===== config.mk =====
export PLATFORM = sky130hd
export DESIGN_NAME = state_sequencer
export DESIGN_NICKNAME = d
export VERILOG_FILES = /design/src/rtl/seq_pkg.sv /design/src/rtl/seq_dispatch.sv /design/src/rtl/state_sequencer.sv
export SDC_FILE = /design/constraint.sdc
export NUM_CORES = 1
export LEC_CHECK = 0
export ABC_AREA = 1
export BUFFER_PORTS_ARGS = -buffer_cell sky130_fd_sc_hd__buf_2
export CAP_MARGIN = 20
export CORE_MARGIN = 2
export CORE_UTILIZATION = 57
export CTS_CLUSTER_SIZE = 16
export DETAILED_ROUTE_END_ITERATION = 12
export HOLD_SLACK_MARGIN = 0.06
export PLACE_DENSITY = 0.83
export SYNTH_ARGS = -nofsm -noshare
export SYNTH_HDL_FRONTEND = slang
export SYNTH_SLANG_ARGS = --single-unit

===== constraint.sdc =====
create_clock -name clk -period 2.8 [get_ports clk]
set_clock_uncertainty 0.15 [all_clocks]
set_input_delay 0.14 -clock clk [delete_from_list [all_inputs] [get_ports clk]]
set_output_delay 0.14 -clock clk [all_outputs]
set_load 0.02 [all_outputs]

===== src/rtl/seq_pkg.sv =====
// Shared constants for the multicycle core's next-state sequencer:
// micro-state IDs, opcodes and CZ condition codes.
package seq_pkg;

    localparam int unsigned STATE_W = 6;
    localparam int unsigned OP_W    = 4;
    localparam int unsigned CZ_W    = 2;

    localparam logic [STATE_W-1:0] S_FETCH    = 6'd0;
    localparam logic [STATE_W-1:0] S_DEC_R    = 6'd1;
    localparam logic [STATE_W-1:0] S_ADD      = 6'd2;
    localparam logic [STATE_W-1:0] S_ADI_RD   = 6'd3;
    localparam logic [STATE_W-1:0] S_ADI      = 6'd4;
    localparam logic [STATE_W-1:0] S_ADC      = 6'd5;
    localparam logic [STATE_W-1:0] S_ADZ      = 6'd6;
    localparam logic [STATE_W-1:0] S_ILLEGAL  = 6'd7;
    localparam logic [STATE_W-1:0] S_NAND_RD  = 6'd8;
    localparam logic [STATE_W-1:0] S_NDU      = 6'd9;
    localparam logic [STATE_W-1:0] S_NDC      = 6'd10;
    localparam logic [STATE_W-1:0] S_LHI_RD   = 6'd11;
    localparam logic [STATE_W-1:0] S_LHI      = 6'd12;
    localparam logic [STATE_W-1:0] S_WB       = 6'd13;
    localparam logic [STATE_W-1:0] S_PC_INC   = 6'd14;
    localparam logic [STATE_W-1:0] S_MEM_ADDR = 6'd15;
    localparam logic [STATE_W-1:0] S_SW_DATA  = 6'd16;
    localparam logic [STATE_W-1:0] S_SW_MEM   = 6'd17;
    localparam logic [STATE_W-1:0] S_LW_MEM   = 6'd18;
    localparam logic [STATE_W-1:0] S_LW_WB    = 6'd19;
    localparam logic [STATE_W-1:0] S_BEQ_RD   = 6'd22;
    localparam logic [STATE_W-1:0] S_BEQ_CMP  = 6'd23;
    localparam logic [STATE_W-1:0] S_BR_ADDR  = 6'd24;
    localparam logic [STATE_W-1:0] S_BR_PC    = 6'd25;
    localparam logic [STATE_W-1:0] S_JAL_LINK = 6'd26;
    localparam logic [STATE_W-1:0] S_JAL_ADDR = 6'd27;
    localparam logic [STATE_W-1:0] S_JLR_LINK = 6'd28;
    localparam logic [STATE_W-1:0] S_JLR_PC   = 6'd29;
    localparam logic [STATE_W-1:0] S_LM_ADDR  = 6'd30;
    localparam logic [STATE_W-1:0] S_LM_MEM   = 6'd31;
    localparam logic [STATE_W-1:0] S_LM_WB    = 6'd32;
    localparam logic [STATE_W-1:0] S_LM_CNT   = 6'd33;
    localparam logic [STATE_W-1:0] S_SM_ADDR  = 6'd34;
    localparam logic [STATE_W-1:0] S_SM_RD    = 6'd35;
    localparam logic [STATE_W-1:0] S_SM_MEM   = 6'd36;
    localparam logic [STATE_W-1:0] S_SM_CNT   = 6'd37;

    localparam logic [OP_W-1:0] OP_ADD = 4'b0000;
    localparam logic [OP_W-1:0] OP_ADI = 4'b0001;
    localparam logic [OP_W-1:0] OP_NDU = 4'b0010;
    localparam logic [OP_W-1:0] OP_LHI = 4'b0011;
    localparam logic [OP_W-1:0] OP_LW  = 4'b0100;
    localparam logic [OP_W-1:0] OP_SW  = 4'b0101;
    localparam logic [OP_W-1:0] OP_LM  = 4'b0110;
    localparam logic [OP_W-1:0] OP_SM  = 4'b0111;
    localparam logic [OP_W-1:0] OP_JAL = 4'b1000;
    localparam logic [OP_W-1:0] OP_JLR = 4'b1001;
    localparam logic [OP_W-1:0] OP_BEQ = 4'b1100;

    localparam logic [CZ_W-1:0] CZ_NONE  = 2'b00;
    localparam logic [CZ_W-1:0] CZ_ZERO  = 2'b01;
    localparam logic [CZ_W-1:0] CZ_CARRY = 2'b10;
    localparam logic [CZ_W-1:0] CZ_BAD   = 2'b11;

endpackage


===== src/rtl/seq_dispatch.sv =====
// Combinational instruction-register to entry-state lookup; flags
// opcodes and CZ combinations that have no legal micro-sequence.
module seq_dispatch
    import seq_pkg::*;
#(
    parameter int unsigned IW = 16
) (
    input  logic [IW-1:0]      ir_i,
    output logic [STATE_W-1:0] entry_o,
    output logic               illegal_o
);

    logic [OP_W-1:0] op;
    logic [CZ_W-1:0] cz;
    logic            unused_ir_c;

    assign op          = ir_i[IW-1 -: OP_W];
    assign cz          = ir_i[CZ_W-1:0];
    assign unused_ir_c = ^ir_i[IW-OP_W-1:CZ_W];

    always_comb begin
        entry_o   = S_ILLEGAL;
        illegal_o = 1'b1;
        case (op)
            OP_ADD: if (cz != CZ_BAD) begin entry_o = S_DEC_R;    illegal_o = 1'b0; end
            OP_NDU: if (cz != CZ_BAD) begin entry_o = S_NAND_RD;  illegal_o = 1'b0; end
            OP_ADI: begin entry_o = S_ADI_RD;   illegal_o = 1'b0; end
            OP_LHI: begin entry_o = S_LHI_RD;   illegal_o = 1'b0; end
            OP_LW,
            OP_SW:  begin entry_o = S_MEM_ADDR; illegal_o = 1'b0; end
            OP_LM:  begin entry_o = S_LM_ADDR;  illegal_o = 1'b0; end
            OP_SM:  begin entry_o = S_SM_ADDR;  illegal_o = 1'b0; end
            OP_BEQ: begin entry_o = S_BEQ_RD;   illegal_o = 1'b0; end
            OP_JAL: begin entry_o = S_JAL_LINK; illegal_o = 1'b0; end
            OP_JLR: begin entry_o = S_JLR_LINK; illegal_o = 1'b0; end
            default: ;
        endcase
    end

endmodule


===== src/rtl/state_sequencer.sv =====
// Next-state FSM producing StateID for the control decoder.
// Define MEM_WAIT_EN to stall states 0/17/18/36 on mem_ready.
module state_sequencer
    import seq_pkg::*;
#(
    parameter int unsigned SW = STATE_W,
    parameter int unsigned IW = 16
) (
    input  logic          clk,
    input  logic          reset,
    input  logic [IW-1:0] IR,
    input  logic          compare,
    input  logic [2:0]    counter,
    input  logic          mem_ready,
    output logic [SW-1:0] StateID,
    output logic          illegal_op,
    output logic          instr_done
);

    logic [STATE_W-1:0] state_q, state_d;
    logic [OP_W-1:0]    op_q, op_d;
    logic [CZ_W-1:0]    cz_q, cz_d;
    logic               illegal_q, illegal_d;
    logic               done_q, done_d;
    logic [STATE_W-1:0] entry_c;
    logic               entry_illegal_c;
    logic               stall_c;

    seq_dispatch #(.IW(IW)) u_dispatch (
        .ir_i      (IR),
        .entry_o   (entry_c),
        .illegal_o (entry_illegal_c)
    );

`ifdef MEM_WAIT_EN
    assign stall_c = !mem_ready && (state_q == S_FETCH  || state_q == S_SW_MEM ||
                                    state_q == S_LW_MEM || state_q == S_SM_MEM);
`else
    logic unused_mem_ready_c;
    assign unused_mem_ready_c = mem_ready;
    assign stall_c            = 1'b0;
`endif

    // Opcode and CZ are latched at dispatch so later branches ignore IR.
    always_comb begin
        state_d   = S_FETCH;
        op_d      = op_q;
        cz_d      = cz_q;
        illegal_d = 1'b0;
        if (stall_c) begin
            state_d = state_q;
        end else begin
            case (state_q)
                S_FETCH: begin
                    state_d   = entry_c;
                    op_d      = IR[IW-1 -: OP_W];
                    cz_d      = IR[CZ_W-1:0];
                    illegal_d = entry_illegal_c;
                end
                S_DEC_R: begin
                    case (cz_q)
                        CZ_CARRY: state_d = S_ADC;
                        CZ_ZERO:  state_d = S_ADZ;
                        default:  state_d = S_ADD;
                    endcase
                end
                S_NAND_RD:  state_d = (cz_q == CZ_NONE) ? S_NDU : S_NDC;
                S_ADI_RD:   state_d = S_ADI;
                S_LHI_RD:   state_d = S_LHI;
                S_ADD, S_ADC, S_ADZ, S_ADI, S_NDU, S_NDC, S_LHI,
                S_ILLEGAL, S_SW_MEM, S_LW_WB:
                            state_d = S_WB;
                S_WB:       state_d = S_PC_INC;
                S_MEM_ADDR: state_d = (op_q == OP_SW) ? S_SW_DATA : S_LW_MEM;
                S_SW_DATA:  state_d = S_SW_MEM;
                S_LW_MEM:   state_d = S_LW_WB;
                S_LM_ADDR:  state_d = S_LM_MEM;
                S_LM_MEM:   state_d = S_LM_WB;
                S_LM_WB:    state_d = S_LM_CNT;
                S_LM_CNT:   state_d = (counter == 3'd0) ? S_WB : S_LM_ADDR;
                S_SM_ADDR:  state_d = S_SM_RD;
                S_SM_RD:    state_d = S_SM_MEM;
                S_SM_MEM:   state_d = S_SM_CNT;
                S_SM_CNT:   state_d = (counter == 3'd0) ? S_WB : S_SM_ADDR;
                S_BEQ_RD:   state_d = S_BEQ_CMP;
                S_BEQ_CMP:  state_d = compare ? S_BR_ADDR : S_WB;
                S_JAL_LINK: state_d = S_JAL_ADDR;
                S_JAL_ADDR: state_d = S_BR_ADDR;
                S_BR_ADDR:  state_d = S_BR_PC;
                S_JLR_LINK: state_d = S_JLR_PC;
                default:    state_d = S_FETCH;
            endcase
        end
        done_d = (state_d == S_FETCH) && (state_q != S_FETCH);
    end

    always_ff @(posedge clk or posedge reset) begin
        if (reset) begin
            state_q   <= S_FETCH;
            op_q      <= OP_ADD;
            cz_q      <= CZ_NONE;
            illegal_q <= 1'b0;
            done_q    <= 1'b0;
        end else begin
            state_q   <= state_d;
            op_q      <= op_d;
            cz_q      <= cz_d;
            illegal_q <= illegal_d;
            done_q    <= done_d;
        end
    end

    assign StateID    = SW'(state_q);
    assign illegal_op = illegal_q;
    assign instr_done = done_q;

endmodule


---- Word level (Yosys, flattened, before mapping) ----
Index checks and enable logic that the tools add are counted.
storage, ports and cells
  output and inout port bits .............. 8
  register bits ........................... 14
  input port bits ......................... 23
operators by class
  equal/unequal tests ..................... 46
  reduce and logical (&&, ||, !) cells .... 11
  multiplexer cells ....................... 13
operator list
  operator                                              number
  one-hot mux 6 bit (24 select lines)                   1
  equality test 6 x 5 -> 1 bit (second input constant)  12
  one-hot mux 6 bit (10 select lines)                   1
  equality test 6 x 4 -> 1 bit (second input constant)  7
  equality test 6 bit (second input constant)           6
  equality test 6 x 3 -> 1 bit (second input constant)  4
  equality test 4 x 3 -> 1 bit (second input constant)  5
  equality test 4 bit (second input constant)           3
  equality test 6 x 2 -> 1 bit (second input constant)  2
  zero test 6 bit                                       2
  2-to-1 mux 5 bit                                      2
  OR reduction 10 bit                                   1
  OR reduction 9 bit                                    1
  equality test 4 x 2 -> 1 bit (second input constant)  2
  equality test 6 x 1 -> 1 bit (second input constant)  1
  2-to-1 mux 6 bit                                      1
  one-hot mux 3 bit (2 select lines)                    1
  nonzero test 6 bit                                    1
  equality test 4 x 1 -> 1 bit (second input constant)  1
  zero test 4 bit                                       1
  2-to-1 mux 2 bit                                      2
  2-to-1 mux 4 bit                                      1
  OR reduction 2 bit                                    2
  zero test 3 bit                                       1
  8 further kinds                                       9

---- Depth between registers and ports, before layout ----
Gate-level depths: netlist of the first run.
  depth after elaboration ................. 6
  gate-level depth with buffers ........... 12

---- By module ----
From an unflattened synthesis of the first run, not the netlist that was laid out.
unflattened totals
  cell total of the unflattened synthesis .. 216
  area total of the unflattened synthesis .. 1326.3 um^2
modules (own cells, without submodules)
  module           instances  seq. area each (um^2)  area an instance (um^2)  cells each
  state_sequencer  1          350.3                  1163.6                   180
  seq_dispatch     1          0.0                    162.7                    36

---- Worst setup path after synthesis of the first run ----
Ideal clock, no wire load.
  kind .................................... flip-flop to flip-flop
  start point ............................. register state_q[0], in the netlist StateID[0]
  end point ............................... register done_q, in the netlist instr_done
  path buffers ............................ 1
  setup slack ............................. 1.158 ns
  period minus slack after synthesis ...... 1.642 ns
  library setup time ...................... 0.114 ns
  arrival ................................. 1.377 ns
  cell stages (with the launch flop) ...... 10
  path through ............................ dfrtp_1 nor2_2 nand3_2 buf_2 nor2_1 nor2_1 nand2_2 nor2_2 nand2_1 nor2_1
between the ends
  longest elaborated chain between the ends .. 5
  elaborated cells between the ends (all ways) .. 38
RTL lines
  what                                                  RTL line                text
  start: declaration                                    state_sequencer.sv:20   logic [STATE_W-1:0] state_q, state_d;
  start signal: assignment                              state_sequencer.sv:105  state_q <= state_d;
  equality test 6 x 2 -> 1 bit (tied with other cells)  state_sequencer.sv:53   case (state_q)
  OR reduction 10 bit                                   state_sequencer.sv:53
  one-hot mux 6 bit (24 select lines) (*)               state_sequencer.sv:53
  via state_d[2]                                        state_sequencer.sv:20
  zero test 6 bit (*)                                   state_sequencer.sv:94   done_d = (state_d == S_FETCH) && (state_q != S_FETCH);
  logical AND 1 bit (*)                                 state_sequencer.sv:94
  via done_d                                            state_sequencer.sv:24   logic done_q, done_d;
  end signal: assignment                                state_sequencer.sv:109  done_q <= done_d;
  end: declaration                                      state_sequencer.sv:24
Mark *: on every way through the listed nets, which the timed path passes. The rest lies on a longest branch.
A chain may end at the register's enable or synchronous reset.

---- Worst setup path after layout of the first run ----
  start point ............................. register state_q[3], in the netlist StateID[3]
  end point ............................... register done_q, in the netlist instr_done
Same word-level chain as after synthesis.

==> summary.md, run 1 <==
| Metric | Value |
|---|---|
| Outcome | `finished clean` |
| DIE AREA | `roughly 2600 um2` |
| Critical R2R Capture | `instr_done` |
| R2R setup slack | `a little under 800 ps` |
| Synth cell types | `22` |
| Yosys top cell by area | `dfrtp_1` |
| Clk slew on worst S/H paths | `about 80 ps` |
| PnR worst setup slack | `a little under 800 ps` |
| Placed Instances | `roughly 260` |
| Hold Crit Start | `IR[15]` |
| Initial Utilization | `between 50% and 60%` |
| Fillers | `212` |
| Overall Power | `approximately 1.4 mW` |
| # diodes | `0` |
| Ys async rst share | `between 90% and 100%` |
| Post-route cell area | `between 1000 and 1500 um2` |
| Die Width | `51.2 um` |
| Final min period | `2010 ps` |
| Final setup violation count | `0` |
| Syn avg cell area | `about 6.0 um2` |
| Core ar. | `2150 um2` |
| Share of layout cells above drive strength 1 | `about 21%` |
| DP HPWL | `between 2000 and 2500 um` |
| Hold depth | `3` |
| Layout Utilization | `between 60% and 70%` |
| Relative slew slack | `65.2%` |
| Main flop type after synthesis | `dfrtp_1` |
| Most instantiated cells after synthesis | `nand2_1, nor2_1, nand3_1, inv_1, dfrtp_1` |
| Die height | `approximately 51 um` |
| Post-route ant nets | `0` |
| Reg2reg path depth | `8` |
| Tightest Pin Transition | `522 ps` |
| Max-cap violations | `0` |
| TNS Setup | `0 ps` |
| CTS tree | `built` |
| 1st-iter DRT viols | `39` |
| RSZ-0062 raised after global routing | `no` |
| Post-synthesis sequential area ratio | `~28%` |
| DP Worst Slack | `between 800 and 900 ps` |
| Share of the synthesized area in the top cell type | `between 20% and 30%` |
| Num CTS Buffers | `3` |
| Post-Layout Cell Count | `about 270` |
| Via/cell ratio | `about 5.3` |
| Largest net degree at the start of global routing | `15` |
| Insertion delay to the later sink of the worst-skew pair | `approximately 280 ps` |
| Syn. warnings | `0` |
| Routed wire length | `3080 um` |
| Max FO, Critical Path | `11` |
| Vias in the first global route | `approximately 1300` |
| Worst Hold Class | `input pin to register` |
| Global-route wire length before repair | `~5200 um` |
| Hold WS | `around 68 ps` |
| Max-slew violations | `0` |
| Critical path arrival | `slightly above 2000 ps` |
| Synthesis-stage register bit count | `14` |
| Critical path type | `register to register` |
| Most numerous cell in the Yosys netlist | `nand2_1` |
| P&R area growth vs syn | `15.9%` |
| Crit end category | `register` |
| Residual DRC | `0` |
| Req. time, crit path | `roughly 2800 ps` |
| Dpl cell area | `about 1400 um2` |
| Clock Tree Root | `clkbuf_4` |
| GRT Total Usage | `a little over a quarter` |
| Initial antenna violation count | `0` |
| Number of synthesized flops with an enable pin | `0` |
| Hold Fails Final Rpt | `0` |
| Num Clock Sinks | `14` |
| Maximum vdd drop | `~690 uV` |
| Syn Inst Count | `approximately 210` |
| Register area | `between 300 and 400 um2` |
| Largest cells by area after synthesis | `dfrtp_1, nand2_1, nand3_1` |
| Nets | `264` |
| Clock tree buffer depth | `2` |
| PwrDens | `around 960 nW/um2` |
| Fmax | `approximately 500 MHz` |
| Port buffer count | `19` |
| Startpoint types | `register` |
| Wire per inst | `~12 um` |
| Vias | `around 1400` |
| Crit share post-route | `a little under three quarters` |
| Lkg Pwr | `0.844 nW` |
| Hold endpoint | `op_q[3]` |
| Post-CTS Setup Bufs | `0` |
| Gr ovfl total | `0` |
| IO Count | `31` |
| Row cnt | `17` |
| Mapped Nets | `~240` |
| Depth of the CTS H-tree | `1` |
| Critical R2R Launch | `StateID[3]` |
| Area of the multi-input gates | `786 um2` |
| Routability cong. | `~0.95` |
| First-pass detailed-route iteration total | `4` |
| Mapped Area | `between 1000 and 1500 um2` |
[power breakdown]
group / internal [mW] / leakage, nW / switching [mW]
Clock: 0.0791 / 0.0210 / 0.0620
Combinational: 0.277 / 0.650 / 0.609
Sequential: 0.295 / 0.174 / 0.0939
Total: 0.651 / 0.844 / 0.765
[cells in the final DEF, fill, tap and decap left out, types with 2 or more instances in the layout]
cell           count
a21oi_1            2
buf_2             19
clkbuf_4           3
dfrtp_1           14
dlygate4sd3_1      4
ha_1               3
inv_1             26
inv_2              7
nand2_1           55
nand2_2            4
nand3_1           30
nand3_2            5
nand4_1            4
nor2_1            34
nor2_2             7
o21ai_0           11
[worst max-delay path, cell delays in order (launching register included)]
cell and delay [ps]:
dfrtp_1 440, nor2_2 400, nand3_2 280, inv_2 220, nand4_1 120, nand3b_1 140
nor2_1 60, nand2_1 60, nor2_1 40
[timing repair]
item	CTS	global route
endpoints found under the hold margin	17	0
gates resized for setup	0	0
hold buffers	4	0
[state kept, by name (all words and copies together), names as in the netlist]
register,flops
illegal_op,1
op_q,4
instr_done,1
StateID,6
cz_q,2
[per-layer routing]
metal | share of wire (%) | wire length (um) | global-route usage (%) | up-vias
met5 | 0 | 0 | 0 | -
met4 | 1.7 | 53 | 7.66 | 0
met3 | 6.5 | 201 | 4.09 | 8
met2 | 49 | 1520 | 47.6 | 63
met1 | 42 | 1310 | 31.7 | 605
li1 | - | - | - | 719
[worst max-delay path by stage]
stage / slack (ps) / endpoint / from / cells after the start
6_report: 790 / instr_done / StateID[3] / 8
4_1_cts: 790 / instr_done / StateID[3] / 8
3_3_place_gp: 800 / instr_done / StateID[3] / 8
5_1_grt: 610 / instr_done / StateID[3] / 8
3_5_place_dp: 820 / instr_done / StateID[3] / 8
2_1_floorplan: 1160 / instr_done / StateID[0] / 9
[cell families (layout without fill, tap and decap cells)]
logic type,count (synthesis),count (layout),share of synthesized area (%)
AOI/OAI and AO/OA,16,16,6.80
DFF,14,14,27.6
and+or+nand+nor,143,143,52.2
buffers and inverters,35,61,10.5
adders and majority gates,3,3,2.96
[area by class of cell]
class,count,area share (%)
clock buffer,4,2.47
inverter,34,8.68
multi-input combinational,162,53.4
sequential,14,23.8
tap,28,2.38
timing repair buffer,23,9.19
No activity file was read; power rests on OpenSTA's default activity.
==> inputs of run 2 (changes only) <==
- ABC_AREA: 1 -> 0
- CORE_ASPECT_RATIO: unset -> 2
- CORE_UTILIZATION: 57 -> 48
- PLACE_DENSITY: 0.83 -> 0.75
- clock period: 2.8 -> 1.7 ns (I/O delays scaled with it)
==> run 2 against run 1 <==
The run now ends with setup timing left. Hold slack gained 56 ps. Global-route usage increased by 5.5 points. Die area grew 17%. Count of clock-buffer cells in the layout unchanged. First-iteration DRC count unchanged.
==> summary.md, run 2 <==
| Metric | Value |
|---|---|
| Outcome | `finished, violations left` |
| Failing checks | `setup timing` |
| PnR worst setup slack | `-392 ps` |
| Hold Fails Final Rpt | `0` |
| Port buffer count | `19` |
| Row cnt | `26` |
| CTS tree | `built` |
| Nets | `246` |
| Residual DRC | `0` |
| Critical path arrival | `between 2000 and 2500 ps` |
| Critical R2R Capture | `instr_done` |
| Crit share post-route | `123%` |
| Max-slew violations | `0` |
| PwrDens | `between 1500 and 2000 nW/um2` |
| Share of the synthesized area in the top cell type | `between 20% and 30%` |
| Worst-path cell chain | `nand2b_1 -> a2111oi_2 -> a31oi_1 -> o21ai_1 -> or3_4 -> nor4_4` |
| Wire per inst | `slightly below 20 um` |
| Insertion delay to the later sink of the worst-skew pair | `between 200 and 300 ps` |
| Fmax | `478 MHz` |
| Share of layout cells above drive strength 1 | `51.1%` |
| Tightest Pin Transition | `about 540 ps` |
| Synth Area in Adders | `roughly 3.0%` |
| Yosys top cell by area | `dfrtp_1` |
| Main flop type after synthesis | `dfrtp_1` |
| Synthesis-stage register bit count | `14` |
| Relative slew slack | `a little under two thirds` |
| Critical path type | `register to register` |
| First-pass detailed-route iteration total | `5` |
| Post-synthesis xor/xnor area fraction | `less than 1%` |
| TNS Setup | `-1960 ps` |
| Routability cong. | `0.903` |
| Fillers | `roughly 170` |
| Initial Utilization | `between 40% and 50%` |
| Hold Crit Start | `IR[15]` |
| Max FO, Critical Path | `9` |
| Worst Hold Class | `input pin to register` |
| Clock tree buffer depth | `2` |
| Post-synthesis mux area share | `roughly 4.5%` |
| Crit path buffers/inverters | `0` |
| Simple-gate share of the synthesized area | `between 20 and 30%` |
| Number of synthesized flops with an enable pin | `0` |
| Max-cap violations | `0` |
| Syn Inst Count | `150` |
| Vias in the first global route | `roughly 1500` |
| Mapped Nets | `roughly 180` |
| Reg2reg path depth | `6` |
| Lkg Pwr | `0.878 nW` |
| Clock Tree Root | `clkbuf_8` |
| Die Width | `40.2 um` |
| Synth cell types | `56` |
| Largest cells by area after synthesis | `dfrtp_1, mux2_2, o21ai_0` |
| Gr ovfl total | `0` |
| IO Count | `31` |
| Largest delay share family, worst path | `simple AND/OR/NAND/NOR gates` |
| P&R area growth vs syn | `55.9%` |
| Hold endpoint | `illegal_op` |
| Ys async rst share | `between 90% and 100%` |
| Req. time, crit path | `about 1700 ps` |
| Startpoint types | `register` |
| Crit end category | `register` |
| Most frequent cells in the layout | `buf_4, buf_2, nor2_1` |
| 1st-iter DRT viols | `39` |
| Mapped Area | `between 1000 and 1500 um2` |
| Syn avg cell area | `8.38 um2` |
| CP peak stage delay | `510 ps` |
| Compound-Gate Fraction of Synth Area | `around a quarter` |
| Largest net degree at the start of global routing | `15` |
| Depth of the CTS H-tree | `1` |
| Hold WS | `around 120 ps` |
| Final setup violation count | `13` |
| Max reg flops | `6` |
| Maximum vdd drop | `1170 uV` |
| Critical R2R Launch | `StateID[4]` |
| Num CTS Buffers | `3` |
| Num Clock Sinks | `14` |
| Placed Instances | `about 230` |
| Global-route wire length before repair | `6820 um` |
| RSZ-0062 raised after global routing | `yes` |
| Critical-path top delay cell | `dfrtp_1` |
| # diodes | `0` |
| Core ar. | `2540 um2` |
| Final min period | `between 2000 and 2500 ps` |
| Post-Layout Cell Count | `247` |
| Clk slew on worst S/H paths | `roughly 60 ps` |
| Initial antenna violation count | `0` |
| Die height | `between 70 and 80 um` |
| Most instantiated cells after synthesis | `dfrtp_1, nor2_1, o21ai_0, a21oi_1, inv_1` |
| Vias | `around 1500` |
| Syn. warnings | `0` |
| GRT Total Usage | `between 30% and 40%` |
| Commonest non-fill, non-tap cell in the layout | `buf_4` |
| DIE AREA | `between 3000 and 4000 um2` |
| Via/cell ratio | `a little over 6` |
| Hold depth | `3` |
| Routed wire length | `~5000 um` |
| Largest family of logic cells by synthesized area | `simple AND/OR/NAND/NOR gates` |
| Post-synthesis sequential area ratio | `around 28%` |
| Post-route ant nets | `0` |
| DP HPWL | `between 3000 and 4000 um` |
| R2R setup slack | `-390 ps` |
run 2: cell count changes after synthesis, sizes merged, moves of 7 or more:
cell,change
a21oi,+8
nand3,-31
buf,+7
inv,-25
nor2,-27
nand2,-52
run 2: how the worst max path moves through the flow:
stage / startpoint / end / cells past startpoint
after floorplan: StateID[0] / instr_done / 7
after global placement: StateID[0] / instr_done / 7
after detailed placement: StateID[3] / instr_done / 6
after CTS: StateID[0] / instr_done / 6
after global routing: StateID[3] / instr_done / 8
final: StateID[4] / instr_done / 6
run 2: where the power goes:
part	switching [mW]	leakage [nW]	internal, mW
Sequential	0.172	0.168	0.479
Clock	0.119	0.0288	0.205
Combinational	1.12	0.680	1.20
run 2: area by class of cell:
| class | count | area (um2) | area share (%) |
|---|---|---|---|
| Multi-Input combinational cell | 117 | 922 | 47.0 |
| Timing Repair Buffer | 76 | 564 | 28.8 |
| Sequential cell | 14 | 354 | 18.1 |
| Clock buffer | 4 | 55.1 | 2.81 |
| Tap cell | 28 | 35.0 | 1.79 |
| Inverter | 8 | 30.0 | 1.53 |
run 2: cells by family after synthesis:
family,after synthesis
AOI/OAI and AO/OA,47
xor gates and xnor gates,1
adders and majority gates,3
buffers and inverters,19
DFF,14
muxes,5
and+or+nand+nor,61
run 2: what timing repair did:
item,in CTS,in global routing
endpoints found under the setup margin,11,13
hold buffers,6,0
pin swaps,3,5
buffers inserted,5,3
gates resized for setup,17,23
endpoints found under the hold margin,19,0
gates cloned,0,1
run 2: per-layer routing:
metal	vias to the layer above	GRT usage (%)	wire [um]
met5	-	0	0
met3	29	3.50	154
met1	740	28.7	1540
li1	695	-	-
met4	0	19.3	347
met2	58	58.2	2830
run 2: through the flow:
stage / area [um2] / util (%) / setup slack (ps) / power, mW
after floorplan: 1280 / - / -354 / 1.68
after global placement: 1610 / 63.6 / -360 / 2.35
after detailed placement: 1610 / 63.6 / -370 / 2.41
after CTS: 1830 / 72.2 / -352 / 2.94
after global routing: 1960 / 77.3 / -472 / 3.45
final: 1960 / 77.3 / -392 / 3.29
run 2: worst register-to-register path: cells and delay by family (launching register included):
family | cells | cell delay, ps
simple gates | 3 | 930
flops | 1 | 510
compound gates | 3 | 400
==> inputs of run 3 (changes only) <==
- PLACE_DENSITY: 0.75 -> unset
- PLACE_DENSITY_LB_ADDON: unset -> 0.08
==> run 3 against run 2 <==
The run still ends with setup timing left. Routed wire length decreased by 15%. Clock power up 1%. Combinational power fell by 8%. Critical path depth unchanged. Non-clock buffer count fell by 8. Largest cell class unchanged. Die area stayed put.
==> summary.md, run 3 (synthesis results as in run 2) <==
| Metric | Value |
|---|---|
| Outcome | `finished, violations left` |
| Failing checks | `setup timing` |
| Tightest Pin Transition | `between 500 and 600 ps` |
| Vias | `~1400` |
| DIE AREA | `~3100 um2` |
| R2R setup slack | `-380 ps` |
| Crit share post-route | `122%` |
| 1st-iter DRT viols | `52` |
| Die Width | `40.2 um` |
| Hold Fails Final Rpt | `0` |
| Largest net degree at the start of global routing | `15` |
| Wire per inst | `approximately 17 um` |
| Insertion delay to the later sink of the worst-skew pair | `about 250 ps` |
| Clock Tree Root | `clkbuf_8` |
| Clk slew on worst S/H paths | `~60 ps` |
| Worst Hold Class | `input pin to register` |
| Max FO, Critical Path | `6` |
| Via/cell ratio | `slightly below 6` |
| Max reg flops | `6` |
| Beginning of the critical path | `StateID[3]` |
| Fillers | `206` |
| GRT Total Usage | `between 20% and 30%` |
| Nets | `between 200 and 250` |
| Relative slew slack | `between 60 and 70%` |
| Core ar. | `between 2000 and 3000 um2` |
| Maximum vdd drop | `about 990 uV` |
| Fmax | `a little under 500 MHz` |
| Routed wire length | `between 4000 and 5000 um` |
| Most frequent cells in the layout | `buf_4, buf_2, nor2_1` |
| Routability cong. | `between 0.9 and 1` |
| Global-route wire length before repair | `roughly 6200 um` |
| Gr ovfl total | `0` |
| Final min period | `between 2000 and 2500 ps` |
| DP HPWL | `approximately 3100 um` |
| Num CTS Buffers | `3` |
| Layout Utilization | `73.8%` |
| Critical R2R Capture | `instr_done` |
| Req. time, crit path | `1710 ps` |
| Port buffer count | `19` |
| Dpl cell area | `between 1500 and 2000 um2` |
| Initial antenna violation count | `0` |
| PnR worst setup slack | `-381 ps` |
| Register area | `approximately 360 um2` |
| Die height | `76.4 um` |
| Post-route ant nets | `0` |
| Critical R2R Launch | `StateID[3]` |
| PwrDens | `~1700 nW/um2` |
| Crit end category | `register` |
| Clock tree buffer depth | `2` |
| IO Count | `31` |
| Critical path arrival | `roughly 2100 ps` |
| Initial Utilization | `just under 50%` |
| Overall Power | `about 3.1 mW` |
| CP peak stage delay | `roughly 540 ps` |
| RSZ-0062 raised after global routing | `yes` |
| Startpoint types | `register` |
| Vias in the first global route | `1382` |
| Reg2reg path depth | `6` |
| Max-cap violations | `0` |
| Residual DRC | `0` |
| First-pass detailed-route iteration total | `4` |
| Post-route cell area | `about 1900 um2` |
| Lkg Pwr | `about 0.83 nW` |
| Num Clock Sinks | `14` |
| CTS tree | `built` |
| Final setup violation count | `9` |
| Area of the multi-input gates | `886 um2` |
| # diodes | `0` |
| Critical path type | `register to register` |
| Row cnt | `26` |
| Worst-path cell chain | `and2b_2 -> a21o_1 -> a21oi_2 -> nor2_1 -> or4_4 -> nor4_2` |
| Max-slew violations | `0` |
| Critical-path top delay cell | `or4_4` |
| Depth of the CTS H-tree | `1` |
| Commonest non-fill, non-tap cell in the layout | `buf_4` |
| Crit path to | `instr_done` |
| Share of layout cells above drive strength 1 | `between 40% and 50%` |
| P&R area growth vs syn | `49.0%` |
-- run 3: cell types whose count changed in the layout (fill, tap and decap cells not counted), moves of 2 or more --
cell and change:
o21ai_2 +2, nor2_1 -2, buf_4 -9, dfrtp_1 -2
dfrtp_2 +2, o21ai_1 -2, a2111oi_2 -2
-- run 3: worst max-delay path: cells and delay by family (launching register included) --
family           cells  cell delay, ps
AND/OR/NAND/NOR      4            1090
AO/OA/AOI/OAI        2             290
flip-flops           1             460
-- run 3: worst min-delay path by stage --
stage	slack, ps	start	cells past startpoint	end
6_report	60	IR[13]	3	illegal_op
5_1_grt	100	IR[13]	3	illegal_op
4_1_cts	70	IR[13]	3	illegal_op
3_5_place_dp	0.2	reset	2	cz_q[0]
3_3_place_gp	-10	reset	2	cz_q[0]
2_1_floorplan	-180	reset	1	StateID[1]
-- run 3: repair_timing --
item / 4_1_cts / 5_1_grt
resized for setup: 22 / 17
pin swaps: 5 / 3
hold buffers: 7 / 0
setup buffers: 5 / 4
cloned: 0 / 0
endpoints found under the hold margin: 21 / 0
endpoints found under the setup margin: 11 / 10
-- run 3: cell type report --
cell class              count  share of cell area (%)
clock buffers               4                    2.94
inverters                   8                    1.60
multi-input cells         117                    47.3
flip-flops and latches     14                    19.0
well taps                  28                    1.87
repair buffers             68                    27.3
-- run 3: power breakdown --
group	switching, mW	internal (mW)
clock	0.123	0.206
combinational	1.02	1.11
sequential	0.168	0.482
total	1.31	1.80
-- run 3: per-stage QoR --
| stage | instances | hold WS, ps | setup WS [ps] | setup TNS (ps) |
|---|---|---|---|---|
| 6_report | 239 | 59.0 | -381 | -1080 |
| 5_1_grt | 239 | 95.1 | -416 | -1510 |
| 4_1_cts | 235 | 73.7 | -366 | -1040 |
| 3_5_place_dp | 220 | 0.177 | -388 | -1460 |
| 3_3_place_gp | 220 | -12.8 | -353 | -1260 |
| 2_1_floorplan | 150 | -176 | -354 | -649 |
-- run 3: metal layers --
metal  GRT usage (%)  up-vias  wire [um]
met1            27.2      680       1440
met2            53.9       41       2410
li1                -      677          -
met3            1.75       20         91
met4            16.7        0        223
met5               0        -          0
